`config.mk`:
```
export PLATFORM = sky130hd
export DESIGN_NAME = trng_collector
export DESIGN_NICKNAME = d
export VERILOG_FILES = /design/src/rtl/trng_collector.sv
export SDC_FILE = /design/constraint.sdc
export NUM_CORES = 1
export LEC_CHECK = 0
export CORE_UTILIZATION = 63
export CTS_CLUSTER_SIZE = 24
export DETAILED_ROUTE_END_ITERATION = 6
export DONT_BUFFER_PORTS = 1
export PLACE_DENSITY = 0.78
export SYNTH_ARGS = -nofsm -noshare
export SYNTH_HDL_FRONTEND = slang
export SYNTH_SLANG_ARGS = --single-unit
export TNS_END_PERCENT = 20
```
`constraint.sdc`:
```
create_clock -name clk -period 6.5 [get_ports clk]
set_input_delay 0.65 -clock clk [delete_from_list [all_inputs] [get_ports clk]]
set_output_delay 0.65 -clock clk [all_outputs]
set_load 0.005 [all_outputs]
```
`src/rtl/trng_collector.sv`:
```
// rtl/trng_collector.sv - TRNG post-processing: warm-up, optional von Neumann debias (TRNG_VON_NEUMANN_EN), repetition health test, word packing
module trng_collector #(
    parameter int WORD_WIDTH    = 32,
    parameter int WARMUP_CYCLES = 64,
    parameter int REP_LIMIT     = 32
) (
    input  logic                  clk,
    input  logic                  reset,
    input  logic                  enable,
    input  logic                  clear,
    input  logic                  raw_bit,
    output logic                  trng_en,
    output logic [WORD_WIDTH-1:0] rdata,
    output logic                  rvalid,
    input  logic                  rready,
    output logic                  health_fail
);

    localparam logic [1:0] S_IDLE    = 2'd0;
    localparam logic [1:0] S_WARMUP  = 2'd1;
    localparam logic [1:0] S_COLLECT = 2'd2;
    localparam logic [1:0] S_FAIL    = 2'd3;

    localparam int WU_W  = $clog2(WARMUP_CYCLES + 1);
    localparam int CNT_W = $clog2(WORD_WIDTH + 1);

    logic [1:0]            state, state_nxt;
    logic [WU_W-1:0]       wu_cnt;
    logic [7:0]            rep_cnt, rep_next;
    logic                  prev_bit, prev_valid;
    logic [WORD_WIDTH-1:0] sr;
    logic [CNT_W-1:0]      bit_cnt;
    logic                  collecting, fail_now, full, xfer;
    logic                  acc_valid, acc_bit;

    assign collecting = (state == S_COLLECT) && enable;

    // The first sample after COLLECT entry has no predecessor, so it starts a run of 1.
    always_comb begin
        rep_next = 8'd1;
        if (prev_valid && (raw_bit == prev_bit))
            rep_next = (rep_cnt == 8'hFF) ? rep_cnt : rep_cnt + 8'd1;
    end

    assign fail_now = collecting && (rep_next == 8'(REP_LIMIT));

`ifdef TRNG_VON_NEUMANN_EN
    logic pair_flag, pair_bit;
    assign acc_valid = collecting && pair_flag && (raw_bit != pair_bit);
    assign acc_bit   = pair_bit;
`else
    assign acc_valid = collecting;
    assign acc_bit   = raw_bit;
`endif

    assign full = (bit_cnt == CNT_W'(WORD_WIDTH));
    assign xfer = collecting && !fail_now && !clear && full && (!rvalid || rready);

    always_comb begin
        state_nxt = state;
        case (state)
            S_IDLE:    if (enable) state_nxt = S_WARMUP;
            S_WARMUP:  if (!enable) state_nxt = S_IDLE;
                       else if (wu_cnt == WU_W'(WARMUP_CYCLES - 1)) state_nxt = S_COLLECT;
            S_COLLECT: if (!enable) state_nxt = S_IDLE;
                       else if (fail_now) state_nxt = S_FAIL;
            S_FAIL:    if (clear) state_nxt = enable ? S_WARMUP : S_IDLE;
            default:   state_nxt = S_IDLE;
        endcase
    end

    always_ff @(posedge clk or posedge reset) begin
        if (reset) begin
            state       <= S_IDLE;
            trng_en     <= 1'b0;
            wu_cnt      <= '0;
            rep_cnt     <= '0;
            prev_bit    <= 1'b0;
            prev_valid  <= 1'b0;
            health_fail <= 1'b0;
        end else begin
            state   <= state_nxt;
            trng_en <= (state_nxt == S_WARMUP) || (state_nxt == S_COLLECT);

            if (state != S_WARMUP)
                wu_cnt <= '0;
            else
                wu_cnt <= wu_cnt + WU_W'(1);

            if (state_nxt != S_COLLECT) begin
                rep_cnt    <= '0;
                prev_valid <= 1'b0;
            end else if (state != S_COLLECT) begin
                rep_cnt    <= 8'd1;
                prev_valid <= 1'b0;
            end else begin
                rep_cnt    <= rep_next;
                prev_bit   <= raw_bit;
                prev_valid <= 1'b1;
            end

            if (fail_now)
                health_fail <= 1'b1;
            else if (clear)
                health_fail <= 1'b0;
        end
    end

    // Packing only advances while collecting; leaving COLLECT for any reason drops the partial word.
    always_ff @(posedge clk or posedge reset) begin
        if (reset) begin
            sr      <= '0;
            bit_cnt <= '0;
        end else if (!collecting || fail_now) begin
            sr      <= '0;
            bit_cnt <= '0;
        end else if (xfer) begin
            sr      <= acc_valid ? {{(WORD_WIDTH-1){1'b0}}, acc_bit} : '0;
            bit_cnt <= acc_valid ? CNT_W'(1) : '0;
        end else if (acc_valid && !full) begin
            sr      <= {sr[WORD_WIDTH-2:0], acc_bit};
            bit_cnt <= bit_cnt + CNT_W'(1);
        end
    end

`ifdef TRNG_VON_NEUMANN_EN
    always_ff @(posedge clk or posedge reset) begin
        if (reset) begin
            pair_flag <= 1'b0;
            pair_bit  <= 1'b0;
        end else if (!collecting || fail_now) begin
            pair_flag <= 1'b0;
            pair_bit  <= 1'b0;
        end else begin
            pair_flag <= !pair_flag;
            if (!pair_flag)
                pair_bit <= raw_bit;
        end
    end
`endif

    always_ff @(posedge clk or posedge reset) begin
        if (reset) begin
            rvalid <= 1'b0;
            rdata  <= '0;
        end else begin
            if (clear || fail_now)
                rvalid <= 1'b0;
            else if (xfer)
                rvalid <= 1'b1;
            else if (rready)
                rvalid <= 1'b0;

            if (xfer)
                rdata <= sr;
        end
    end

endmodule

```
Word level (Yosys, flattened, before mapping) --
Index checks and enable logic that the tools add are counted.
Word-level totals: bits in registers 92, bits in latches 0, memory bits (writable) 0, memory bits (read-only) 0, input port bits 6, output and inout port bits 35, word-level logic and storage cells 79, memories kept 0
Operators by class: add/subtract/negate cells 3, multiply operators 0, div/mod/pow operators 0, order comparisons 0, equal/unequal tests 13, shift-type cells 0, multiplexer cells 28, bitwise operators 2, reductions and logical operators 22
Operator list (count):
- 2-to-1 mux 32 bit | 3
- 2-to-1 mux 8 bit | 4
- 2-to-1 mux 6 bit | 3
- 2-to-1 mux 2 bit | 6
- 2-to-1 mux 1 bit | 10
- adder 8 x 1 -> 8 bit, second input constant | 1
- == test 8 x 6 -> 1 bit, second input constant | 1
- == test 8 bit, second input constant | 1
- logical AND 1 bit | 8
- case mux 2 bit (4 select lines) | 1
- adder 7 x 1 -> 7 bit, second input constant | 1
- == test 7 x 6 -> 1 bit, second input constant | 1
- 2-to-1 mux 7 bit | 1
- adder 6 x 1 -> 6 bit, second input constant | 1
- == test 2 bit, second input constant | 3
- == test 6 bit, second input constant | 1
- nonzero test 3 bit | 2
- logical NOT 1 bit | 5
- == test 2 x 1 -> 1 bit, second input constant | 2
- logical OR 1 bit | 4
- inequality test 2 bit, second input constant | 2
- logical NOT 2 bit | 1
- inequality test 2 x 1 -> 1 bit, second input constant | 1
- inverter 1 bit | 2
- other kinds (3) | 3

Logic depth before layout (Yosys ltp) --
word-level depth 12, gate-level depth with buffers 12

Worst setup path before layout --
No wires, ideal clock.
path kind register to register, start register rep_cnt[0], end register prev_bit, setup time 0.125 ns, data arrival time 2.508 ns, required time 6.375 ns, slack 3.868 ns, stages on the path, launching flop included 11, path buffers 0, clock period less this slack 2.632 ns, path through dfrtp_1 -> ha_1 -> and3_1 -> a31oi_1 -> o22a_1 -> o2111a_1 -> nand2_1 -> a211o_1 -> ha_1 -> nand2_1 -> mux2_2
On the way: longest elaborated chain between the ends 11, elaborated cells on any way between the ends 12, classes of those cells 1 x add/sub; 3 x eq/ne; 5 x mux; 1 x bitwise; 2 x reduce/logical
Ends and longest elaborated chain:
- from (decl) | RTL line 29 | logic [7:0] rep_cnt, rep_next;
- from (signal assigned) | RTL line 97 | rep_cnt <= rep_next;
- adder 8 x 1 -> 8 bit / == test 8 bit (equally long branches) | RTL line 42 | rep_next = (rep_cnt == 8'hFF) ? rep_cnt : rep_cnt + 8'd1;
- 2-to-1 mux 8 bit * | RTL line 42
- 2-to-1 mux 8 bit * | RTL line 41 | if (prev_valid && (raw_bit == prev_bit))
- == test 8 x 6 -> 1 bit * | RTL line 45 | assign fail_now = collecting && (rep_next == 8'(REP_LIMIT));
- logical AND 1 bit * | RTL line 45
- 2-to-1 mux 2 bit * | RTL line 66 | else if (fail_now) state_nxt = S_FAIL;
- 2-to-1 mux 2 bit * | RTL line 65 | S_COLLECT: if (!enable) state_nxt = S_IDLE;
- case mux 2 bit (4 select lines) * | RTL line 61 | case (state)
- inequality test 2 bit * | RTL line 90 | if (state_nxt != S_COLLECT) begin
- inverter 1 bit (no line) *
- AND reduction 2 bit (no line) *
- to (signal assigned) | RTL line 98 | prev_bit <= raw_bit;
- to (decl) | RTL line 30 | logic prev_bit, prev_valid;
Mark *: on every way between the ends. The rest lies on a longest branch, timed or not. A chain may end at the register's enable or synchronous reset.

Final worst setup path --
start register rep_cnt[0], end register bit_cnt[2]
On the way: longest elaborated chain between the ends 12, elaborated cells on any way between the ends 15, classes of those cells 1 x add/sub; 2 x eq/ne; 4 x mux; 8 x reduce/logical
Ends and longest elaborated chain:
- adder 8 x 1 -> 8 bit / == test 8 bit (equally long branches) | RTL line 42
- 2-to-1 mux 8 bit * | RTL line 42
- 2-to-1 mux 8 bit * | RTL line 41
- == test 8 x 6 -> 1 bit * | RTL line 45
- logical AND 1 bit * | RTL line 45
- logical NOT 1 bit | RTL line 57 | assign xfer = collecting && !fail_now && !clear && full && (!rvalid || rready);
- logical AND 1 bit (4 in a row) | RTL line 57
- 2-to-1 mux 6 bit | RTL line 117 | end else if (xfer) begin
- 2-to-1 mux 6 bit | RTL line 114 | end else if (!collecting || fail_now) begin
- to (signal assigned) | RTL line 119 | bit_cnt <= acc_valid ? CNT_W'(1) : '0;
- to (signal assigned) | RTL line 122 | bit_cnt <= bit_cnt + CNT_W'(1);
- to (decl) | RTL line 32 | logic [CNT_W-1:0] bit_cnt;
Marked as above.

==> qor.yml <==
met3WireLength_um: 262
layout_common_cells: "92 x dfrtp_1, 48 x nand2_1, 44 x nand3_1, 38 x a21oi_1, 29 x mux2_2"
drc: 0
track_usage_pct: 23.2
cp-end-kind: "register"
design_area_um2: 4160
leakage_nw: 1.85
place_congestion: 0.872
antenna_found_initial: 0
crit_required_ns: 6.69
synth_top_area_share_pct: 58.4
critPathKind: "reg2reg"
finalCritPeriodShare_pct: 45.5
synth_area_leaders: "dfrtp_1 58%, mux2_2 8.3%, nand3_1 5.6%"
die_area_um2: 6570
avgSynthCellArea_um2: 11.0
hold_viol: 0
top_layer_used: "met4"
multiInputGateArea_um2: 1520
synth.distinct_cells: 39
die_x_um: 81.1
post_cts_buffers: 0
cts_num_sinks: 92
io_pins: 41
synthesis.nets: 370
drive_gt1_share_pct: 14.6
path_depth: 7
holdPathStages: 2
row_count: 28
grt_pass1_vias: 2410
worst-path-buf-inv: 0
antenna_left: 0
r2r-end: "bit_cnt[2]"
cts_tree: "built"
synth_area_um2: 3940
vdd_drop_max_mv: 0.182
fin_tns_setup_ns: 0
clk_pin_slew_worst_paths_ns: 0.09
wl_per_cell_um: 15.5
drt_iter0_markers: 256
hold-path-endpoint: "sr[0]"
post-dp-hpwl_mm: 4.23
ys_seq_elements: 92
status: "complete, no violations"
hold_class: "in2reg"
rsz0062_at_grt: "false"
cts-resized-gates: 0
cp-start-kind: "register"
grt_pass1_wl_mm: 11.4
clk_latency_ns: 0.36
arrival_ns: 3.15
synth_largest_area_cell: "dfrtp_1"
regArea_um2: 2300
fill_cells: 444
crit_slowest_cell: "a21o_1"
reg2reg_setup_slack_ns: 3.54
setup_viol: 0
timing.max_cap.violations: 0
place_area_um2: 3970
timing.fmax_mhz: 338
nets: 368
critPathMaxStageDelay_ns: 0.93
hold_start: "raw_bit"
chipHeight_um: 81.1
fin_crit_ns: 2.96
cts_buffers: 9
slew_violations: 0
synthToLayoutAreaGrowth_pct: 5.56
clockBufferDepth: 2
port-buffer-count: 0
gr-total-overflow: 0
r2r_cells: 7
drt-total-wl_mm: 6.79
antennaDiodeCount: 0
design.core.area_um2: 5990
slew_headroom_pct: 21.7
vias: 2599
cp_cell_sequence: "ha_1 -> nand3_1 -> nor4_1 -> o22a_1 -> o2111a_1 -> a21o_1 -> nor3_1"
htreeDepth: 3
worstMarginPinSlew_ns: 1.17
wl_met1_mm: 3.30
p_per_area_nw_per_um2: 228
ys_seq_area_share_pct: 58.4
grt_max_degree: 93
root_buffer: "clkbuf_8"
yosysWarnings: 0
vias_per_cell: 5.95
hold_buffers: 0
synthCells: 359
initial_core_util_pct: 65.7
r2r_start: "rep_cnt[0]"
path_delay_family: "compound AO/OA/AOI/OAI gates"
wl_met2_mm: 3.11
finalClockSkew_ns: 0.00880
layout_commonest_cell: "dfrtp_1"
worstPathMaxFanout: 38
dr.pass1.iters: 4
layout make-up:
| class | instances | share of cell area (%) |
|---|---|---|
| clock inverter | 6 | 1.11 |
| multi-input combinational | 242 | 36.5 |
| tap | 75 | 2.26 |
| clock buffer | 10 | 3.31 |
| sequential | 92 | 55.4 |
| timing repair buffer | 4 | 0.722 |
| inverter | 8 | 0.752 |
power by group:
group / switching (W) / internal [W] / total, W / leakage [nW]
Clock: 0.000203 / 0.000152 / 0.000355 / 0.0893
Combinational: 0.0000163 / 0.00000248 / 0.0000188 / 0.479
Sequential: 0.00000120 / 0.000573 / 0.000575 / 1.28
sequential cells by signal, summed over array words and instances, names as in the netlist:
name,cells
sr,32
health_fail,1
wu_cnt,7
rvalid,1
state,2
prev_bit,1
trng_en,1
rdata,32
bit_cnt,6
prev_valid,1
rep_cnt,8
cell usage after synthesis (all sizes together):
cell type   n
dfrtp      92
nand2      48
nand3      44
a21oi      38
mux2       33
nor2       17
clkbuf     11
inv         8
buf         6
xnor2       6
and3        5
ha          5
xor2        5
nor3        4
o21ai       4
a211oi      3
a31oi       3
and2        3
nand2b      3
o211ai      3
a21o        2
and4        2
nor2b       2
nor4        2
a211o       1
a31o        1
mux2i       1
nand4       1
nand4b      1
nor3b       1
o2111a      1
o21a        1
o22a        1
o2bb2ai     1
per-layer routing:
metal | up-vias | global-route usage [%]
met5 | - | 0
met4 | 0 | 8.57
met2 | 50 | 35.0
met1 | 1298 | 32.5
li1 | 1241 | -
met3 | 10 | 6.18
worst register-to-register path: cells and delay by family, from the launching register on:
family / cells / cell delay [ns]
flops: 1 / 0.44
compound gates: 3 / 1.39
simple gates: 3 / 0.70
fa+ha+maj: 1 / 0.26
per-stage QoR:
stage	utilization, %	hold WS, ns	worst slack [ns]	cells	power [W]
after global placement	66.3	0.446	3.66	421	0.000605
after CTS	69.4	0.401	3.55	437	0.000962
after detailed placement	66.3	0.459	3.55	421	0.000606
final	69.4	0.421	3.54	437	0.000949
after floorplan	-	0.424	3.46	359	0.000601
after global routing	69.4	0.422	3.29	437	0.000985
worst max path at each step:
stage,from,endpoint,slack [ns]
after floorplan,reset,bit_cnt[0],3.46
after global placement,raw_bit,rdata[1],3.66
after detailed placement,rep_cnt[0],rdata[2],3.55
after CTS,rep_cnt[0],rdata[28],3.55
after global routing,rep_cnt[0],sr[17],3.29
final,rep_cnt[0],bit_cnt[2],3.54
kinds of logic after synthesis:
kind of cell             count (synthesis)  synth area share (%)
flip-flops                              92                  58.4
XOR/XNOR                                11                  2.45
buffers and inverters                   25                  3.05
AO/OA/AOI/OAI                           59                  9.02
AND/OR/NAND/NOR                        133                  15.8
multiplexers                            34                  9.69
adder cells (fa/ha/maj)                  5                  1.59
(Power assumes the default switching activity.)
